[src/rtl/cpu_vga_plotter.sv]
// Command FIFO + pixel engine feeding the VGA adapter plot port, one pixel per clock.
// Optional full-screen clear (op 10) is built only when VGA_PLOT_CLEAR_EN is defined.
module cpu_vga_plotter #(
    parameter int X_W      = 8,
    parameter int Y_W      = 7,
    parameter int COLOUR_W = 3,
    parameter int LEN_W    = 8,
    parameter int DEPTH    = 8,
    parameter int H_RES    = 160,
    parameter int V_RES    = 120
) (
    input  logic                      clk,
    input  logic                      reset,
    input  logic                      cmd_valid,
    output logic                      cmd_ready,
    input  logic [1:0]                cmd_op,
    input  logic [X_W-1:0]            cmd_x,
    input  logic [Y_W-1:0]            cmd_y,
    input  logic [LEN_W-1:0]          cmd_len,
    input  logic [COLOUR_W-1:0]       cmd_colour,
    output logic [X_W-1:0]            vga_x,
    output logic [Y_W-1:0]            vga_y,
    output logic [COLOUR_W-1:0]       vga_colour,
    output logic                      vga_plot,
    output logic                      busy,
    output logic [$clog2(DEPTH):0]    fifo_level,
    output logic                      dropped
);
    localparam int AW  = $clog2(DEPTH);
    localparam int LW  = AW + 1;
    localparam int CW  = ((X_W > LEN_W) ? X_W : LEN_W) + 1;
    localparam int YW1 = Y_W + 1;
    localparam int FW  = 2 + X_W + Y_W + LEN_W + COLOUR_W;
    localparam logic [LW-1:0]  DEPTH_C = LW'(DEPTH);
    localparam logic [CW-1:0]  HRES_C  = CW'(H_RES);
    localparam logic [YW1-1:0] VRES_C  = YW1'(V_RES);
`ifdef VGA_PLOT_CLEAR_EN
    localparam logic [X_W-1:0] XMAX = X_W'(H_RES - 1);
    localparam logic [Y_W-1:0] YMAX = Y_W'(V_RES - 1);
`endif

    typedef enum logic [1:0] {S_IDLE, S_PIX, S_LINE, S_CLEAR} state_t;

    logic [FW-1:0]       r_mem [DEPTH];
    logic [AW-1:0]       r_wr_ptr, r_rd_ptr;
    logic [LW-1:0]       r_level;
    state_t              r_state;
    logic [CW-1:0]       r_rem;
    logic [X_W-1:0]      r_x;
    logic [Y_W-1:0]      r_y;
    logic [COLOUR_W-1:0] r_colour;
    logic                r_plot, r_dropped;

    logic                w_full, w_empty, w_push, w_pop, w_last;
    logic [1:0]          w_op;
    logic [X_W-1:0]      w_hx;
    logic [Y_W-1:0]      w_hy;
    logic [LEN_W-1:0]    w_hlen;
    logic [COLOUR_W-1:0] w_hcol;
    logic [CW-1:0]       w_x_ext, w_end, w_len_eff;
    logic                w_x_oob, w_y_oob;

    assign w_full    = (r_level == DEPTH_C);
    assign w_empty   = (r_level == '0);
    assign w_push    = cmd_valid && !w_full;
    assign w_pop     = w_last && !w_empty;
    assign cmd_ready = !w_full;

    always_ff @(posedge clk) begin
        if (w_push)
            r_mem[r_wr_ptr] <= {cmd_op, cmd_x, cmd_y, cmd_len, cmd_colour};
    end

    always_ff @(posedge clk or posedge reset) begin
        if (reset) begin
            r_wr_ptr <= '0;
            r_rd_ptr <= '0;
            r_level  <= '0;
        end else begin
            if (w_push) r_wr_ptr <= r_wr_ptr + 1'b1;
            if (w_pop)  r_rd_ptr <= r_rd_ptr + 1'b1;
            case ({w_push, w_pop})
                2'b10:   r_level <= r_level + 1'b1;
                2'b01:   r_level <= r_level - 1'b1;
                default: r_level <= r_level;
            endcase
        end
    end

    // Head-of-queue decode and clipping; the extra counter bit keeps x+len from wrapping.
    assign {w_op, w_hx, w_hy, w_hlen, w_hcol} = r_mem[r_rd_ptr];
    assign w_x_ext   = CW'(w_hx);
    assign w_end     = w_x_ext + CW'(w_hlen);
    assign w_len_eff = (w_end > HRES_C) ? (HRES_C - w_x_ext) : CW'(w_hlen);
    assign w_x_oob   = (w_x_ext >= HRES_C);
    assign w_y_oob   = ({1'b0, w_hy} >= VRES_C);

    // The current command ends this cycle, so the next one may be popped on this edge.
    always_comb begin
        w_last = 1'b1;
        case (r_state)
            S_LINE:  w_last = (r_rem == '0);
`ifdef VGA_PLOT_CLEAR_EN
            S_CLEAR: w_last = (r_x == XMAX) && (r_y == YMAX);
`endif
            default: w_last = 1'b1;
        endcase
    end

    always_ff @(posedge clk or posedge reset) begin
        if (reset) begin
            r_state   <= S_IDLE;
            r_rem     <= '0;
            r_x       <= '0;
            r_y       <= '0;
            r_colour  <= '0;
            r_plot    <= 1'b0;
            r_dropped <= 1'b0;
        end else if (w_pop) begin
            r_plot  <= 1'b0;
            r_state <= S_IDLE;
            r_rem   <= '0;
            case (w_op)
                2'b00: begin
                    if (w_x_oob || w_y_oob) begin
                        r_dropped <= 1'b1;
                    end else begin
                        r_x      <= w_hx;
                        r_y      <= w_hy;
                        r_colour <= w_hcol;
                        r_plot   <= 1'b1;
                        r_state  <= S_PIX;
                    end
                end
                2'b01: begin
                    if (w_x_oob || w_y_oob) begin
                        r_dropped <= 1'b1;
                    end else if (w_hlen != '0) begin
                        r_x      <= w_hx;
                        r_y      <= w_hy;
                        r_colour <= w_hcol;
                        r_plot   <= 1'b1;
                        r_rem    <= w_len_eff - 1'b1;
                        r_state  <= S_LINE;
                    end
                end
`ifdef VGA_PLOT_CLEAR_EN
                2'b10: begin
                    r_x      <= '0;
                    r_y      <= '0;
                    r_colour <= w_hcol;
                    r_plot   <= 1'b1;
                    r_state  <= S_CLEAR;
                end
`endif
                default: ;
            endcase
        end else if (w_last) begin
            r_plot  <= 1'b0;
            r_state <= S_IDLE;
        end else begin
            if (r_state == S_LINE) begin
                r_x   <= r_x + 1'b1;
                r_rem <= r_rem - 1'b1;
            end
`ifdef VGA_PLOT_CLEAR_EN
            else if (r_state == S_CLEAR) begin
                if (r_x == XMAX) begin
                    r_x <= '0;
                    r_y <= r_y + 1'b1;
                end else begin
                    r_x <= r_x + 1'b1;
                end
            end
`endif
        end
    end

    assign vga_x      = r_x;
    assign vga_y      = r_y;
    assign vga_colour = r_colour;
    assign vga_plot   = r_plot;
    assign dropped    = r_dropped;
    assign fifo_level = r_level;
    assign busy       = (r_state != S_IDLE) || (r_level != '0);
endmodule

[config.mk]
export PLATFORM = sky130hd
export DESIGN_NAME = cpu_vga_plotter
export DESIGN_NICKNAME = d
export VERILOG_FILES = /design/src/rtl/cpu_vga_plotter.sv
export SDC_FILE = /design/constraint.sdc
export NUM_CORES = 1
export LEC_CHECK = 0
export BUFFER_PORTS_ARGS = -buffer_cell sky130_fd_sc_hd__buf_4
export CELL_PAD_IN_SITES_DETAIL_PLACEMENT = 1
export CELL_PAD_IN_SITES_GLOBAL_PLACEMENT = 1
export CORE_AREA = 2 2 174 176
export CTS_CLUSTER_SIZE = 28
export DETAILED_ROUTE_END_ITERATION = 12
export DIE_AREA = 0 0 176 178
export PLACE_DENSITY_LB_ADDON = 0.1
export SLEW_MARGIN = 20
export SYNTH_ARGS = -nofsm -noshare
export SYNTH_HDL_FRONTEND = slang
export SYNTH_SLANG_ARGS = --single-unit
[constraint.sdc]
create_clock -name clk -period 6.8 [get_ports clk]
set_input_delay 0.68 -clock clk [delete_from_list [all_inputs] [get_ports clk]]
set_output_delay 0.68 -clock clk [all_outputs]
set_load 0.01 [all_outputs]
=== Yosys cells after proc, flatten, opt, wreduce, memory -nomap -nowiden ===
Memory sizes are Yosys's and may differ from the RTL's.
Cells that the tools add are included.

* Output and inout port bits: 26
* Memories: 1
* Logic and storage cells: 95
* Bits in writable memories: 224
* Bits in registers: 41
* Input bits: 31

* Muxes and demuxes: 38
* Equal/unequal tests: 13
* Add/sub/neg operators: 9
* Magnitude comparators: 3
* Reduce and logical (&&, ||, !) cells: 21

{| class="wikitable"
|+ Memory list
! name !! depth !! bits a word !! rd ports !! clocked after Yosys merged registers in !! wr ports !! line !! RTL
|-
| r_mem || 8 || 28 || 1 || 0 || 1 || 44 || <nowiki>logic [FW-1:0] r_mem [DEPTH];</nowiki>
|}

{| class="wikitable"
|+ Operator list
! cell !! count
|-
| 2-to-1 mux 9 bit || 7
|-
| 2-to-1 mux 8 bit || 6
|-
| 2-to-1 mux 7 bit || 3
|-
| subtractor 9 x 1 -> 9 bit (second input constant) || 2
|-
| case mux 8 bit (2 select lines) || 1
|-
| case mux 7 bit (2 select lines) || 1
|-
| nonzero test 2 bit || 5
|-
| adder 8 x 8 -> 9 bit || 1
|-
| > comparator 9 x 8 -> 1 bit (second input constant) || 1
|-
| logical NOT 9 bit || 1
|-
| 2-to-1 mux 1 bit || 9
|-
| 2-to-1 mux 3 bit || 3
|-
| != test 3 bit (second input constant) || 3
|-
| subtractor 8 x 8 -> 9 bit (first input constant) || 1
|-
| adder 8 x 1 -> 8 bit (second input constant) || 1
|-
| greater-or-equal comparator 8 bit (second input constant) || 1
|-
| 2-to-1 mux 2 bit || 4
|-
| != test 2 bit (second input constant) || 4
|-
| case mux 4 bit (2 select lines) || 1
|-
| nonzero test 8 bit || 1
|-
| greater-or-equal comparator 7 bit (second input constant) || 1
|-
| adder 3 x 1 -> 3 bit (second input constant) || 2
|-
| case mux 3 bit (2 select lines) || 1
|-
| AND reduction 6 bit || 1
|-
| 18 further kinds || 23
|}

=== Longest topological paths before layout ===
Gate-level depths: netlist (run 1).
An unclocked memory read counts as a cell.

* Depth in word-level cells: 9
* Gate-level depth with buffers: 23
* Mapped depth without buffers: 16

=== Least setup slack after synthesis (run 1) ===
No wires, ideal clock.

* Kind: register to register
* Start point: register r_rd_ptr[1]
* End point: register r_rem[4]
* Path buffers: 7
* Period minus slack after synthesis: 5.978 ns
* Stages on the path, launching flop included: 24
* Data required time: 6.723 ns
* Setup time: 0.077 ns
* Arrival: 5.901 ns
* Path slack: 0.822 ns
* Cells stage by stage: dfrtp_1 > buf_6 > buf_8 > buf_4 > buf_2 > buf_2 > mux4_2 > mux2_2 > ha_1 > fa_1 > a21o_1 > or4_1 > o211ai_1 > a211oi_1 > o31ai_4 > clkbuf_1 > mux2i_1 > ha_1 > clkbuf_1 > nand2_1 > nor2b_1 > a311oi_1 > or4_1 > a21oi_1

* Cells in the longest elaborated chain, start to end: 9
* Elaborated cells between the ends (all ways): 15
* Classes of those cells: 3 x add/sub; 3 x order compare; 1 x eq/ne; 5 x mux; 2 x reduce/logical; 1 x memory

{| class="wikitable"
|+ RTL lines
! what !! line !! RTL
|-
| start, declared || 45 || <nowiki>logic [AW-1:0] r_wr_ptr, r_rd_ptr;</nowiki>
|-
| start signal, assigned || 81 || <nowiki>if (w_pop) r_rd_ptr <= r_rd_ptr + 1'b1;</nowiki>
|-
| memory (8 x 28 bit) (*) || - ||
|-
| adder 8 x 8 -> 9 bit || 93 || <nowiki>assign w_end = w_x_ext + CW'(w_hlen);</nowiki>
|-
| > comparator 9 x 8 -> 1 bit || 94 || <nowiki>assign w_len_eff = (w_end > HRES_C) ? (HRES_C - w_x_ext) : CW'(w_hlen);</nowiki>
|-
| 2-to-1 mux 9 bit || 94 ||
|-
| subtractor 9 x 1 -> 9 bit || 143 || <nowiki>r_rem <= w_len_eff - 1'b1;</nowiki>
|-
| 2-to-1 mux 9 bit || 138 || <nowiki>end else if (w_hlen != '0) begin</nowiki>
|-
| 2-to-1 mux 9 bit || 136 || <nowiki>if (w_x_oob || w_y_oob) begin</nowiki>
|-
| 2-to-1 mux 9 bit (*) || 123 || <nowiki>case (w_op)</nowiki>
|-
| 2-to-1 mux 9 bit (*) || 119 || <nowiki>end else if (w_pop) begin</nowiki>
|-
| end signal, assigned || 143 ||
|-
| end signal, assigned || 164 || <nowiki>r_rem <= r_rem - 1'b1;</nowiki>
|-
| end, declared || 48 || <nowiki>logic [CW-1:0] r_rem;</nowiki>
|}

Every way passes the cells marked *; elsewhere a longest branch is shown, timed or not.
A chain may end at the register's enable or synchronous reset.

=== Final worst setup path (run 1) ===
Same ends and word-level chain as after synthesis.

==> results of run 1 <==
flip-flops by register name, summed over array words and instances (netlist names):
signal      cells
r_rem           9
vga_plot        1
vga_colour      3
vga_x           8
vga_y           7
r_rd_ptr        3
r_state         2
r_wr_ptr        3
r_mem         224
fifo_level      4
dropped         1
placed cells by master, fill, tap and decap left out, drive strengths merged, types with 14 or more instances in the layout:
master  Yosys  layout
a21oi      19      19
clkbuf      6      30
ha         17      17
dfrtp      41      41
o21ai      36      36
mux4       56      56
mux2i      24      24
mux2       17      17
nand3      14      14
nor2       36      36
nand2      43      43
edfxtp    224     224
buf        17      72
nor3       21      21
inv        16      19
per-layer routing:
| layer | GRT usage, % | vias up | wire length (microns) | part of all wire (%) |
|---|---|---|---|---|
| li1 | - | 2944 | - | - |
| met1 | 25.0 | 3361 | 12600 | 45 |
| met2 | 31.1 | 126 | 13800 | 49 |
| met3 | 2.96 | 32 | 1190 | 4.2 |
| met4 | 4.44 | 0 | 504 | 1.8 |
| met5 | 0 | - | 0 | 0 |
how the worst max path moves through the flow:
stage | from | endpoint | slack (ns) | cells past startpoint
2_1_floorplan | r_rd_ptr[1] | r_rem[4] | 0.82 | 23
3_3_place_gp | r_rd_ptr[1] | r_rem[4] | 1.04 | 16
3_5_place_dp | r_rd_ptr[1] | r_rem[4] | 0.91 | 16
4_1_cts | r_rd_ptr[1] | r_rem[4] | 0.87 | 16
5_1_grt | r_rd_ptr[1] | r_rem[4] | 0.45 | 16
6_report | r_rd_ptr[1] | r_rem[4] | 0.91 | 16
worst max-delay path, cell delays in order, from the launching register on:
cell      delay (ns)
dfrtp_4         1.01
mux4_2          0.59
mux2_2          0.36
ha_1            0.27
fa_1            0.41
a21o_1          0.23
or4_1           0.48
o211ai_1        0.12
a211oi_1        0.13
o31ai_4         0.56
mux2i_1         0.34
ha_1            0.34
nand2_1         0.10
nor2b_1         0.14
a311oi_1        0.07
or4_1           0.50
a21oi_1         0.13
layout make-up:
cell class / count / share of cell area (%)
clock buffers: 30 / 5.38
multi-input cells: 392 / 27.4
flip-flops and latches: 265 / 57.2
inverters: 16 / 0.443
repair buffers: 72 / 3.99
clock inverters: 24 / 1.93
well taps: 390 / 3.60
power groups by stage:
stage	Sequential, mW	Clock, mW	Combinational, mW
after global routing	2.45	1.72	4.03
after global placement	2.42	0	3.56
final	2.40	1.62	3.65
after CTS	2.42	1.66	3.68
after floorplan	2.28	0	2.71
after detailed placement	2.45	0	3.66
cell families after synthesis:
| group | count (synthesis) | synth area share (%) |
|---|---|---|
| DFF | 265 | 66.6 |
| buffers and inverters | 39 | 1.67 |
| muxes | 97 | 15.2 |
| and+or+nand+nor | 155 | 6.85 |
| adders and majority gates | 19 | 2.17 |
| AOI/OAI and AO/OA | 102 | 6.02 |
| xor gates and xnor gates | 19 | 1.43 |
metrics by stage:
stage / hold slack (ns) / instance area [sq um] / utilization (%) / setup WS (ns)
2_1_floorplan: 0.482 / 11600 / - / 0.822
3_3_place_gp: 0.466 / 12600 / 42.7 / 1.04
3_5_place_dp: 0.480 / 12600 / 42.7 / 0.905
4_1_cts: 0.272 / 13600 / 46.1 / 0.867
5_1_grt: 0.292 / 13600 / 46.1 / 0.453
6_report: 0.260 / 13600 / 46.1 / 0.913
==> results by group, run 1 <==
Worst setup path
  • FF-to-FF End: r_rem[4]
  • Worst path required time: 7.29 ns
  • RR Startpoint: r_rd_ptr[1]
  • Crit path launch type: flip-flop
  • FF-to-FF setup slack: 0.91 ns
  • Reg2reg path depth: 16
  • WP data arrival: 6.37 ns
  • Critical Path Fanout Max: 51
  • Critical Path Sink Type: flip-flop
  • Critical path class: reg -> reg

CTS
  • Number of buffers on the longest clock path: 3
  • Clk slew on worst S/H paths: about 0.060 ns
  • Root buffer cell: clkbuf_16
  • Post-CTS setup buffer count: 0
  • Cts hold-fix bufs: 0
  • Worst-skew pair later-pin latency: between 0.5 and 0.6 ns
  • TritonCTS clock tree: yes
  • H-tree depth: 1
  • Clk sinks: 265
  • PostCTS Resize Cnt: 0
  • TritonCTS buffer count: 29

Placement
  • RePlAce Congestion: 0.789
  • Dpl cells: 1135
  • DP Wirelength: 17600 microns
  • Port buffer count: 56

Logic synthesis
  • Post-synth cell types: 66
  • Synth area leader: edfxtp_1
  • Synth top area share: 57.8%
  • Mapped cell area: 0.0116 sq mm
  • Syn_area_per_cell: between 15 and 20 sq um
  • Synth Warn #: 0
  • Post-synth EDFFs: 224
  • Synth Flop Type: edfxtp_1
  • Count leader, synth: edfxtp_1
  • Ys async rst share: 15.5%
  • Synth cell count leaders: 224 x edfxtp_1, 43 x nand2_1, 42 x mux4_2
  • Sequential area share after synthesis: 66.6%
  • Top area cells in the synthesized netlist: edfxtp_1 58%, dfrtp_1 8.8%, mux4_2 8.1%
  • Flops & latches, synth: 265
  • Post-synthesis cell count: 696
  • Post-synthesis net count: 746

Routing
  • DRC viols: 0
  • DR vias/cell: ~5.4
  • Routed Wire Length: between 20000 and 30000 microns
  • ANT nets after route: 0
  • TritonRoute pass-1 iters: 5
  • Initial DRC Count: 332
  • Routed WL per cell: between 20 and 25 microns
  • Vias: between 6000 and 7000

Finish
  • ANT cells: 0
  • Reg area: about 0.0078 sq mm
  • Area Overhead vs Synth: 16.5%
  • Area of the multi-input gates: approximately 0.0037 sq mm
  • NumNets Final: 826
  • Fin cells: approximately 1200
  • Share of layout cells above drive strength 1: 26.2%
  • FILL cells: between 2000 and 3000

STA
  • F_max: roughly 170 MHz
  • Worst Tran Pin Value: 0.932 ns
  • Final hold vios: 0
  • Final setup fails: 0
  • Tmin final: 5.89 ns
  • Final period util: 86.6%
  • Final max-slew violation count: 0
  • Setup TNS: 0 ns
  • Relative slew slack: between 30% and 40%
  • Final Skew: 0.0196 ns
  • RSZ-0062 raised after global routing: false

Floorplanning
  • Initial Util: 39.6%
  • Core Region: 0.0294 sq mm
  • I/O pin cnt: 57
  • Width of the die: 176 microns
  • Die area: 0.0313 sq mm
  • # rows: 63
  • Die H: 178 microns

Status
  • Run status: finished clean

Pwr
  • Switch Pwr: about 3.1 mW
  • Sw Share: 40.2%
  • Design Power: around 7.7 mW
  • Sequential share of power: 31.3%
  • Leakage: about 4.8 nW
  • P_int: 4.59 mW
  • Clock share of power: around a fifth
  • PD cells: 566 mW/mm^2
  • Peak VDD IR: between 0.2 and 0.3 mV
  • Gate power share: roughly 48%

Hold path
  • Worst hold path class: in -> async

GRT
  • Total GRT Usage: a little under a fifth
  • Initial antenna violation count: 0
  • Number of global-route vias before repair: approximately 7000
  • Global-route wire length before repair: roughly 43000 microns
  • Largest net degree at the start of global routing: 52
  • GRT overflow: 0

Run
  • Maxcap violations: 0
No activity file was read; power rests on OpenSTA's default activity.
==> run 2: changes to the inputs <==
--- a/config.mk
+++ b/config.mk
@@ -6,13 +6,10 @@
 export NUM_CORES = 1
 export LEC_CHECK = 0
 export BUFFER_PORTS_ARGS = -buffer_cell sky130_fd_sc_hd__buf_4
-export CELL_PAD_IN_SITES_DETAIL_PLACEMENT = 1
-export CELL_PAD_IN_SITES_GLOBAL_PLACEMENT = 1
 export CORE_AREA = 2 2 174 176
 export CTS_CLUSTER_SIZE = 28
 export DETAILED_ROUTE_END_ITERATION = 12
 export DIE_AREA = 0 0 176 178
-export PLACE_DENSITY_LB_ADDON = 0.1
 export SLEW_MARGIN = 20
 export SYNTH_ARGS = -nofsm -noshare
 export SYNTH_HDL_FRONTEND = slang
==> run 2 against run 1 <==
Combinational power down 4%. Largest cell class unchanged. Sequential power hardly changed. Sequential share of layout area is 0.18 points higher. Non-clock buffer count is the same. Routed wire length decreased by 14%. First-iteration DRC count grew 62%. Critical path type unchanged. Total power fell by 3.6%. Worst setup slack better by 0.29 ns. Critical path depth rose by 1. Via count decreased by 1.3%. Fmax up 5.1%.
==> results by group, run 2 (same netlist as run 1, synthesis figures left out) <==
Worst setup path
  • FF-to-FF End: r_rem[4]
  • FF-to-FF setup slack: 1.20 ns (+0.29 ns)
  • Critical Path Fanout Max: 37 (-27%)
  • Critical path class: reg -> reg
  • RR Startpoint: r_rd_ptr[1]
  • Reg2reg path depth: 17 (+1)
  • Worst path required time: 7.24 ns (-0.05 ns)
  • WP data arrival: 6.04 ns (-0.33 ns)
  • Critical Path Sink Type: flip-flop
  • Crit path launch type: flip-flop

STA
  • Worst Tran Pin Value: 1.05 ns (+0.118 ns)
  • Setup TNS: 0 ns (unchanged)
  • Relative slew slack: 29.4% (-7.9 points)
  • Final max-slew violation count: 0 (unchanged)
  • Final setup fails: 0 (unchanged)
  • Final Skew: 0.0175 ns (-0.00208 ns)
  • Final hold vios: 0 (unchanged)
  • Final worst setup slack: 1.20 ns (+0.287 ns)
  • RSZ-0062 raised after global routing: false
  • Tmin final: 5.60 ns (-0.287 ns)
  • F_max: 179 MHz (+5.1%)
  • Final period util: 82.3% (-4.2 points)

CTS
  • H-tree depth: 1 (unchanged)
  • Number of buffers on the longest clock path: 3 (unchanged)
  • PostCTS Resize Cnt: 0 (unchanged)
  • Clk slew on worst S/H paths: 0.07 ns (about the same)
  • TritonCTS clock tree: yes
  • Worst-skew pair later-pin latency: 0.53 ns (-0.04 ns)
  • Clk sinks: 265 (unchanged)
  • TritonCTS buffer count: 27 (-6.9%)
  • Cts hold-fix bufs: 0 (unchanged)
  • Root buffer cell: clkbuf_16
  • Post-CTS setup buffer count: 0 (unchanged)

Routing
  • Initial DRC Count: 538 (+62%)
  • Routed WL per cell: 20.5 microns (-13%)
  • TritonRoute pass-1 iters: 4 (-1)
  • DRC viols: 0 (unchanged)
  • ANT nets after route: 0 (unchanged)
  • DR vias/cell: 5.38 (-0.98%)
  • Vias: 6378 (-1.3%)
  • Routed Wire Length: 24300 microns (-14%)

Placement
  • Port buffer count: 56 (unchanged)
  • Setup WS pre-CTS: 1.22 ns (+0.319 ns)
  • Post-DP Area: 0.0126 sq mm (+0.20%)
  • RePlAce Congestion: 0.778 (-1.3%)
  • DP Wirelength: 14700 microns (-16%)

Pwr
  • Leakage: 4.78 nW (-0.53%)
  • PD cells: 547 mW/mm^2 (-3.3%)
  • Peak VDD IR: 0.325 mV (+25%)
  • Design Power: 7.39 mW (-3.6%)

Finish
  • Final core occ: 46.0% (-0.14 points)
  • Share of layout cells above drive strength 1: 25.2% (-1.0 points)
  • ANT cells: 0 (unchanged)
  • Area Overhead vs Synth: 16.2%
  • FILL cells: 2480 (-12%)
  • Max reg flops: 224 (unchanged)
  • Most common cell after layout, fill and taps aside: edfxtp_1
  • Leading cell types in the layout, fill and taps excluded: 224 x edfxtp_1, 72 x buf_4, 43 x nand2_1, 42 x mux4_2, 38 x dfrtp_1
  • NumNets Final: 824 (-0.24%)
  • Largest Register: r_mem
  • Post-route design area: 0.0135 sq mm (-0.31%)

GRT
  • Global-route wire length before repair: 37400 microns (-13%)
  • Number of global-route vias before repair: 6341 (-9.6%)
  • Largest net degree at the start of global routing: 42 (-19%)
  • Total GRT Usage: 15.7% (-2.7 points)
  • Initial antenna violation count: 0 (unchanged)
  • GRT overflow: 0 (unchanged)

Floorplanning
  • Die H: 178 microns (unchanged)
  • Width of the die: 176 microns (unchanged)
  • Die area: 0.0313 sq mm (unchanged)
  • # rows: 63 (unchanged)
  • Initial Util: 39.6% (unchanged)
  • I/O pin cnt: 57 (unchanged)
  • Core Region: 0.0294 sq mm (unchanged)

Status
  • Run status: finished clean

Run
  • Maxcap violations: 0 (unchanged)

Hold path
  • Worst hold path class: in -> async
[run 2: layout make-up]
cell class | instances | area, sq um | share of cell area [%]
timing repair buffer | 72 | 541 | 4.00
sequential | 265 | 7760 | 57.4
inverter | 16 | 60.1 | 0.444
tap | 390 | 488 | 3.61
clock buffer | 36 | 771 | 5.70
clock inverter | 14 | 153 | 1.13
multi-input combinational | 392 | 3740 | 27.7
[run 2: stage by stage]
stage | instances | hold WS, ns
after floorplan | 696 | 0.482
after global placement | 1135 | 0.467
after detailed placement | 1135 | 0.473
after CTS | 1185 | 0.298
after global routing | 1185 | 0.338
final | 1185 | 0.294
[run 2: worst max-delay path: stages (launching register included)]
cell and delay (ns):
dfrtp_4 0.87, mux4_2 0.58, mux2_2 0.36, ha_1 0.27, fa_1 0.41, a21o_1 0.23
or4_1 0.47, o211ai_1 0.10, a211oi_1 0.13, o31ai_4 0.22, buf_4 0.26, mux2i_1 0.32
ha_1 0.35, nand2_1 0.12, nor2b_1 0.12, a311oi_1 0.05, or4_1 0.49, a21oi_1 0.13
[run 2: worst max path at each step]
stage | start | endpoint | slack, ns
floorplan | r_rd_ptr[1] | r_rem[4] | 0.82
global placement | r_rd_ptr[1] | r_rem[4] | 1.36
detailed placement | r_rd_ptr[1] | r_rem[4] | 1.22
CTS | r_rd_ptr[1] | r_rem[4] | 1.15
global route | r_rd_ptr[1] | r_rem[4] | 0.86
finish | r_rd_ptr[1] | r_rem[4] | 1.20
[run 2: power by group]
| part | leakage, nW | switching [mW] | internal [mW] | total (mW) |
|---|---|---|---|---|
| Combinational | 1.79 | 1.97 | 1.53 | 3.50 |
| Clock | 0.458 | 0.590 | 0.910 | 1.50 |
| Sequential | 2.53 | 0.288 | 2.10 | 2.39 |
| Total | 4.78 | 2.85 | 4.54 | 7.39 |
[run 2: per-layer routing]
metal | global-route usage, % | vias up | wire (microns)
li1 | - | 2938 | -
met1 | 21.1 | 3274 | 10700
met2 | 26.8 | 136 | 12000
met3 | 2.56 | 30 | 1100
met4 | 4.10 | 0 | 457
met5 | 0 | - | 0
